[config.mk]
export PLATFORM = sky130hd
export DESIGN_NAME = msi_writer
export DESIGN_NICKNAME = d
export VERILOG_FILES = /design/src/rtl/msi_writer.sv
export SDC_FILE = /design/constraint.sdc
export NUM_CORES = 1
export LEC_CHECK = 0
export BUFFER_PORTS_ARGS = -buffer_cell sky130_fd_sc_hd__buf_2
export CAP_MARGIN = 20
export CORE_AREA = 2 2 103 105
export CTS_CLUSTER_DIAMETER = 100
export DETAILED_ROUTE_END_ITERATION = 10
export DIE_AREA = 0 0 105 107
export PLACE_DENSITY = 0.82
export SETUP_SLACK_MARGIN = 0.15
export SLEW_MARGIN = 20
export SYNTH_ARGS = -nofsm -noshare
export SYNTH_HDL_FRONTEND = slang
export SYNTH_SLANG_ARGS = --single-unit
[constraint.sdc]
create_clock -name clk_i -period 2.3 [get_ports clk_i]
set_input_delay 0.23 -clock clk_i [delete_from_list [all_inputs] [get_ports clk_i]]
set_output_delay 0.23 -clock clk_i [all_outputs]
set_load 0.05 [all_outputs]
[src/rtl/msi_writer.sv]
// msi_writer: turns rising edges on wired interrupt lines into single 32-bit
// writes of the source number (EIID) to the seteipnum register of the selected
// IMSIC interrupt file.
// Build option: MSI_WRITER_RETRY_EN -- a source whose MSI ends in SLVERR/DECERR
// is queued again instead of being dropped.
module msi_writer #(
   parameter int                   NumSources  = 32,
   parameter int                   NrIntpFiles = 2,
   parameter int                   FileIdxW    = (NrIntpFiles > 1) ? $clog2(NrIntpFiles) : 1,
   parameter int                   AddrWidth   = 64,
   parameter logic [AddrWidth-1:0] ImsicBase   = AddrWidth'(64'h2400_0000),
   parameter logic [AddrWidth-1:0] FileStride  = AddrWidth'(64'h1000)
) (
   input  logic                         clk_i,
   input  logic                         rst_ni,
   input  logic [NumSources-1:0]        irq_i,
   input  logic [NumSources-1:0]        enable_i,
   input  logic [NumSources*FileIdxW-1:0] target_file_i,
   output logic [AddrWidth-1:0]         aw_addr_o,
   output logic                         aw_valid_o,
   input  logic                         aw_ready_i,
   output logic [31:0]                  w_data_o,
   output logic [3:0]                   w_strb_o,
   output logic                         w_valid_o,
   input  logic                         w_ready_i,
   input  logic [1:0]                   b_resp_i,
   input  logic                         b_valid_i,
   output logic                         b_ready_o,
   output logic                         busy_o,
   output logic                         err_o
);

   localparam int SelW = (NumSources > 1) ? $clog2(NumSources) : 1;
   // line 0 is reserved and never raises an MSI
   localparam logic [NumSources-1:0] SrcMask = ~NumSources'(1);

   typedef enum logic [1:0] {IDLE, SEND, RESP} state_t;

   state_t                  state;
   logic [NumSources-1:0]   irq_q;
   logic [NumSources-1:0]   pending;
   logic [NumSources-1:0]   rise;
   logic [NumSources-1:0]   clr;
   logic [NumSources-1:0]   requeue;
   logic [SelW-1:0]         sel;
   logic [FileIdxW-1:0]     file;
   logic                    any;
   logic                    aw_hs, w_hs, b_hs, b_err;

   assign rise  = irq_i & ~irq_q & enable_i & SrcMask;
   assign any   = |pending;
   assign file  = target_file_i[sel*FileIdxW +: FileIdxW];
   assign aw_hs = aw_valid_o & aw_ready_i;
   assign w_hs  = w_valid_o & w_ready_i;
   assign b_hs  = b_valid_i & b_ready_o;
   // SLVERR (2'b10) and DECERR (2'b11) both have the upper bit set
   assign b_err = b_resp_i[1];
   assign w_strb_o = 4'hF;

   // selected source is removed from pending as it is latched
   assign clr = (state == IDLE && any) ? (NumSources'(1) << sel) : '0;

`ifdef MSI_WRITER_RETRY_EN
   // failed source goes back into pending; w_data_o still holds its index
   assign requeue = (state == RESP && b_hs && b_err) ?
                    (NumSources'(1) << w_data_o[SelW-1:0]) : '0;
`else
   assign requeue = '0;
`endif

   // fixed priority: lowest pending index wins
   always_comb begin
      sel = '0;
      for (int i = NumSources - 1; i >= 1; i--)
         if (pending[i]) sel = SelW'(i);
   end

   // edge history and pending set/clear; a set in the same cycle as the clear wins
   always_ff @(posedge clk_i or negedge rst_ni) begin
      if (!rst_ni) begin
         irq_q   <= '0;
         pending <= '0;
      end else begin
         irq_q   <= irq_i;
         pending <= (pending & ~clr) | rise | requeue;
      end
   end

   // transaction FSM with registered bus outputs
   always_ff @(posedge clk_i or negedge rst_ni) begin
      if (!rst_ni) begin
         state      <= IDLE;
         aw_addr_o  <= '0;
         w_data_o   <= '0;
         aw_valid_o <= 1'b0;
         w_valid_o  <= 1'b0;
         b_ready_o  <= 1'b0;
         busy_o     <= 1'b0;
         err_o      <= 1'b0;
      end else begin
         err_o <= 1'b0;
         unique case (state)
            IDLE: begin
               if (any) begin
                  aw_addr_o  <= ImsicBase + AddrWidth'(file) * FileStride;
                  w_data_o   <= 32'(sel);
                  aw_valid_o <= 1'b1;
                  w_valid_o  <= 1'b1;
                  busy_o     <= 1'b1;
                  state      <= SEND;
               end
            end
            SEND: begin
               // each channel retires on its own; a low valid means already done
               if (aw_hs) aw_valid_o <= 1'b0;
               if (w_hs)  w_valid_o  <= 1'b0;
               if ((aw_hs || !aw_valid_o) && (w_hs || !w_valid_o)) begin
                  b_ready_o <= 1'b1;
                  state     <= RESP;
               end
            end
            RESP: begin
               if (b_hs) begin
                  b_ready_o <= 1'b0;
                  busy_o    <= 1'b0;
                  err_o     <= b_err;
                  state     <= IDLE;
               end
            end
            default: state <= IDLE;
         endcase
      end
   end

endmodule

; Word level (Yosys, flattened, before mapping)
; Index checks and enable logic that the tools add are counted.
; Widths: inputs -> output; s select.
[word_totals]
out_inout_bits = 105
word_cells = 93
regBits = 140
in_bits = 103
[op_classes]
mux = 47
shift = 2
bitwise_logic = 9
eq_ne = 7
n_addsub = 1
n_reduce_logical = 17
[ops]
columns = cell, n
row1 = $mux 5, 31
row2 = $and 32x32->32, 3
row3 = $not 32->32, 2
row4 = $mux 32, 1
row5 = $or 32x32->32, 1
row6 = $reduce_or 32->1, 1
row7 = $shiftx 32x6->1, 1
row8 = $shl 1x5->32 const A, 1
row9 = $add 30x13->31 const A, 1
row10 = $reduce_and 3->1, 5
row11 = $ne 2x2->1 const B, 5
row12 = $pmux 1 s2, 4
row13 = $mux 1, 7
row14 = $mux 2, 3
row15 = $pmux 2 s3, 1
row16 = $reduce_bool 2->1, 3
row17 = $and 1x1->1, 3
row18 = $eq 2x1->1 const B, 1
row19 = $eq 2x2->1 const B, 1
row20 = $logic_and 1x1->1, 2
row21 = $logic_not 1->1, 2
row22 = $logic_not 2->1, 1
row23 = $logic_or 1x1->1, 2
row24 = $reduce_and 2->1, 1

; Depth between registers and ports, before layout
[logic_depth]
ltp_word = 36
mapped_depth = 9
ltp_nobuf = 8

; Least setup slack after synthesis
; OpenSTA, ideal clock, no wires.
[synth_path]
path_kind = register to register
from = register pending[20]
to = register aw_addr_o[12]
period_less_slack_ns = 2.498
path_buffers = 1
setup_ns = 0.124
stages_incl_launch_ff = 10
arrival_ns = 2.374
required_ns = 2.176
setup_slack_ns = -0.198
cell_sequence = dfrtp_1 -> or3_1 -> a221oi_2 -> o21ai_1 -> a2111o_1 -> buf_6 -> mux2_4 -> a221oi_2 -> a211oi_1 -> a211o_1
[synth_via]
elab_chain_len = 22
elab_cells_between_ends = 24
classes_between = add/sub: 1 / shift: 1 / mux: 20 / reduce/logical: 2
[synth_lines]
columns = element, line
row1 = from (decl), 41  ; logic [NumSources-1:0] pending;
row2 = from (signal assigned), 85  ; pending <= (pending & ~clr) | rise | requeue;
row3 = $mux 5 (20 in series), 75  ; if (pending[i]) sel = SelW'(i);
row4 = $shiftx 32x6->1, 52  ; assign file = target_file_i[sel*FileIdxW +: FileIdxW];
row5 = $add 30x13->31, 105  ; aw_addr_o <= ImsicBase + AddrWidth'(file) * FileStride;
row6 = to (signal assigned), 105
row7 = to (decl), 19  ; output logic [AddrWidth-1:0] aw_addr_o,
; Parallel ways exist; a longest one is shown, timed or not.
; A chain may end at the register's enable or synchronous reset.

; Final worst setup path
[layout_path]
from = register pending[16]
to = register aw_addr_o[12]
[layout_via]
elab_chain_len = 18
elab_cells_between_ends = 20
classes_between = add/sub: 1 / shift: 1 / mux: 16 / reduce/logical: 2
[layout_lines]
columns = element, line
row1 = $mux 5 (16 in series), 75
row2 = $shiftx 32x6->1, 52
row3 = $add 30x13->31, 105
; Parallel ways exist; a longest one is shown, timed or not.

==> impl_metrics.py <==
metrics = {
    "worst_setup_path": {
        "critPathCaptureType": "flop",
        "cp_top_family": "compound AO/OA/AOI/OAI gates",
        "worstSetupPathType": "flop to flop",
        "endpoint": "aw_addr_o[12]$_DFFE_PN0P_",
        "slowest_delay_ns": 0.54,
        "path_buf_inv": 3,
        "crit_chain": "buf_4 -> buf_4 -> o21bai_1 -> and4_1 -> a2111o_1 -> buf_6 -> o21ai_4 -> a221oi_2 -> o32ai_1 -> a211o_1",
        "crit_start": "pending[16]$_DFF_PN0_",
        "cp_common_cell": "buf_4",
        "required_ns": 2.60,
        "start_kind": "flop",
        "crit_path_top_delay_cell": "a2111o_1",
        "reg2reg_depth": 10,
        "reg2reg_from": "pending[16]$_DFF_PN0_",
        "crit_fanout": 6,
        "arrival_ns": 3.08,
        "r2r-end": "aw_addr_o[12]$_DFFE_PN0P_",
        "crit_cells": 10,
        "r2r_slack_ns": -0.48,
    },
    "placement": {
        "globalplace.congestion": 0.974,
        "port_buffers": 112,
        "placedCellCount": 741,
        "hpwl_um": 9180,
    },
    "global_routing": {
        "grt_use_total": 0.220,
        "grt_max_degree": 49,
        "grt_pass1_vias": 3772,
        "antenna_found_initial": 0,
        "overflow": 0,
        "grt_pass1_wl_um": 18900,
    },
    "die": {
        "start_util": 0.409,
        "fp.dieH_um": 107,
        "io_pins": 208,
        "dieArea_um2": 11200,
        "fp.coreArea_um2": 10100,
        "die_x_um": 105,
        "rows": 37,
    },
    "drt": {
        "first_iter_violations": 226,
        "vias_per_cell": 4.87,
        "firstDrtPassIters": 5,
        "routedWlPerCell_um": 15.5,
        "wirelength_um": 12500,
        "vias": 3927,
        "drc": 0,
        "ant_nets": 0,
    },
    "yosys": {
        "ys_seq_area_frac": 0.466,
        "synth.area.top_cells": "dfrtp_1 47%, buf_4 17%, o21ai_0 5.9%, nand2_1 5.5%, o21ai_1 3.4%",
        "ys_types": 49,
        "synth_top_family_by_area": "compound AO/OA/AOI/OAI gates",
        "synth_commonest_cells": "94 x buf_4, 77 x dfrtp_1, 60 x nand2_1",
        "synth_area_per_cell_um2": 9.26,
        "synth_compound_area_frac": 0.194,
        "yosysWarnings": 0,
        "async_reset_ff_frac": 1.00,
        "yosysTopAreaCell": "dfrtp_1",
        "synthAdderAreaFrac": 0,
        "ys_ff_latch": 77,
        "synthFlopType": "dfrtp_1",
        "synth.top_cell.area_share": 0.466,
        "synthMuxAreaShare": 0.00909,
        "synth_area_um2": 4130,
        "synth_most_common_cell": "buf_4",
        "postSynthCellCount": 446,
        "synth_edf_count": 0,
        "yosys.area_share.simple": 0.144,
        "synthXorXnorAreaFrac": 0,
    },
    "clock_tree": {
        "insertion_delay_ns": 0.36,
        "htree_levels": 3,
        "clk_pin_slew_ns": 0.08,
        "clock-root-buffer": "clkbuf_8",
        "cts_tree": "built",
        "cts_buffers": 9,
        "clockBufferDepth": 2,
        "cts_num_sinks": 77,
    },
    "status": {
        "run_status": "complete, but fails checks",
        "violations": "setup timing",
    },
    "power_and_ir_drop": {
        "ir_drop_v": 0.000483,
        "p_leak_nw": 2.83,
        "power.density_nw_per_um2": 932,
    },
    "sta": {
        "final_hold_viol_count": 0,
        "fmax_mhz": 360,
        "skew_ns": 0.00697,
        "setup_viol": 30,
        "drv_slew": 0,
        "fin_setup_tns_ns": -6.27,
        "fin_crit_ns": 2.78,
        "setup_slack_ns": -0.480,
        "timing.final.crit_share": 1.21,
        "rsz0062_at_grt": "true",
        "worst_pin_slew_ns": 0.656,
        "hold_slack_ns": 0.0404,
        "relSlewSlack": 0.561,
    },
    "cells_and_area": {
        "multi_input_area_um2": 2190,
        "nNetsFinal": 769,
        "areaGrowthSynthToFinish_pct": 47.7,
        "drive_above_1_share": 0.412,
        "fillerInstances": 810,
        "regArea_um2": 1930,
        "n_antenna_cell": 0,
        "fin_cells": 806,
    },
    "worst_hold_path": {
        "hold_start": "w_ready_i",
        "hp-class": "primary input to flop",
    },
    "flow_run": {
        "cap_violations": 0,
    },
}
[layout make-up]
| class | instances | area share |
|---|---|---|
| Clock inverter | 6 | 0.0158 |
| Inverter | 9 | 0.00554 |
| Multi-Input combinational cell | 351 | 0.359 |
| Timing Repair Buffer | 218 | 0.256 |
| Clock buffer | 9 | 0.0203 |
| Tap cell | 136 | 0.0279 |
| Sequential cell | 77 | 0.316 |
[worst min-delay path by stage]
stage,endpoint,cells past startpoint
floorplan,aw_addr_o[12]$_DFFE_PN0P_,0
global placement,pending[22]$_DFF_PN0_,1
detailed placement,irq_q[24]$_DFF_PN0_,1
CTS,w_valid_o$_DFFE_PN0P_,2
global route,aw_valid_o$_DFFE_PN0P_,2
finish,w_valid_o$_DFFE_PN0P_,2
[timing repair]
item                                    4_1_cts  5_1_grt
resized for setup                            63       76
hold buffers                                 32        0
endpoints found under the setup margin       38       39
endpoints found under the hold margin        77        0
setup buffers                                 6       12
pin swaps                                    23       20
[where the power goes]
part / switching, W / internal [W]
clock network: 0.000524 / 0.000617
logic: 0.00177 / 0.00113
registers: 0.000147 / 0.00151
total: 0.00244 / 0.00325
[cell usage in the layout, fill, tap and decap left out, types with 4 or more instances in the layout]
cell	n
buf_2	111
buf_4	55
nor2b_1	5
o21ai_2	29
clkbuf_8	9
inv_1	9
a211oi_1	4
nand3_1	8
o21ai_0	14
nand2b_1	4
nand2_8	4
buf_12	4
dfrtp_1	75
dlygate4sd3_1	32
nor2_1	14
o21ai_1	34
nand2_1	52
buf_6	13
nor4_2	5
a21oi_1	10
conb_1	92
[kinds of logic after synthesis]
kind of cell	Yosys count
AOI/OAI and AO/OA	128
buffers and inverters	108
DFF	77
muxes	3
other	2
and+or+nand+nor	128
[layer usage]
metal	up-vias	global-route usage	wire, um
met5	-	0	0
met2	203	0.386	6410
met1	1853	0.258	4860
met3	38	0.0444	774
met4	0	0.104	429
li1	1833	-	-
[registers in the layout (all words and copies together), names as in the netlist]
| name | count |
|---|---|
| w_valid_o | 1 |
| b_ready_o | 1 |
| busy_o | 1 |
| irq_q | 31 |
| err_o | 1 |
| aw_addr_o | 2 |
| state | 2 |
| w_data_o | 5 |
| aw_valid_o | 1 |
| pending | 32 |
[per-stage QoR]
step / total power [W] / utilization / cell area, um^2 / setup slack, ns
after floorplan: 0.00308 / - / 4480 / -0.174
after global placement: 0.00378 / 0.488 / 4930 / -0.342
after detailed placement: 0.00380 / 0.488 / 4930 / -0.368
after CTS: 0.00523 / 0.566 / 5720 / -0.390
after global routing: 0.00596 / 0.605 / 6100 / -0.555
final: 0.00569 / 0.605 / 6100 / -0.480
Note: power is estimated with default switching activity, not from simulation.
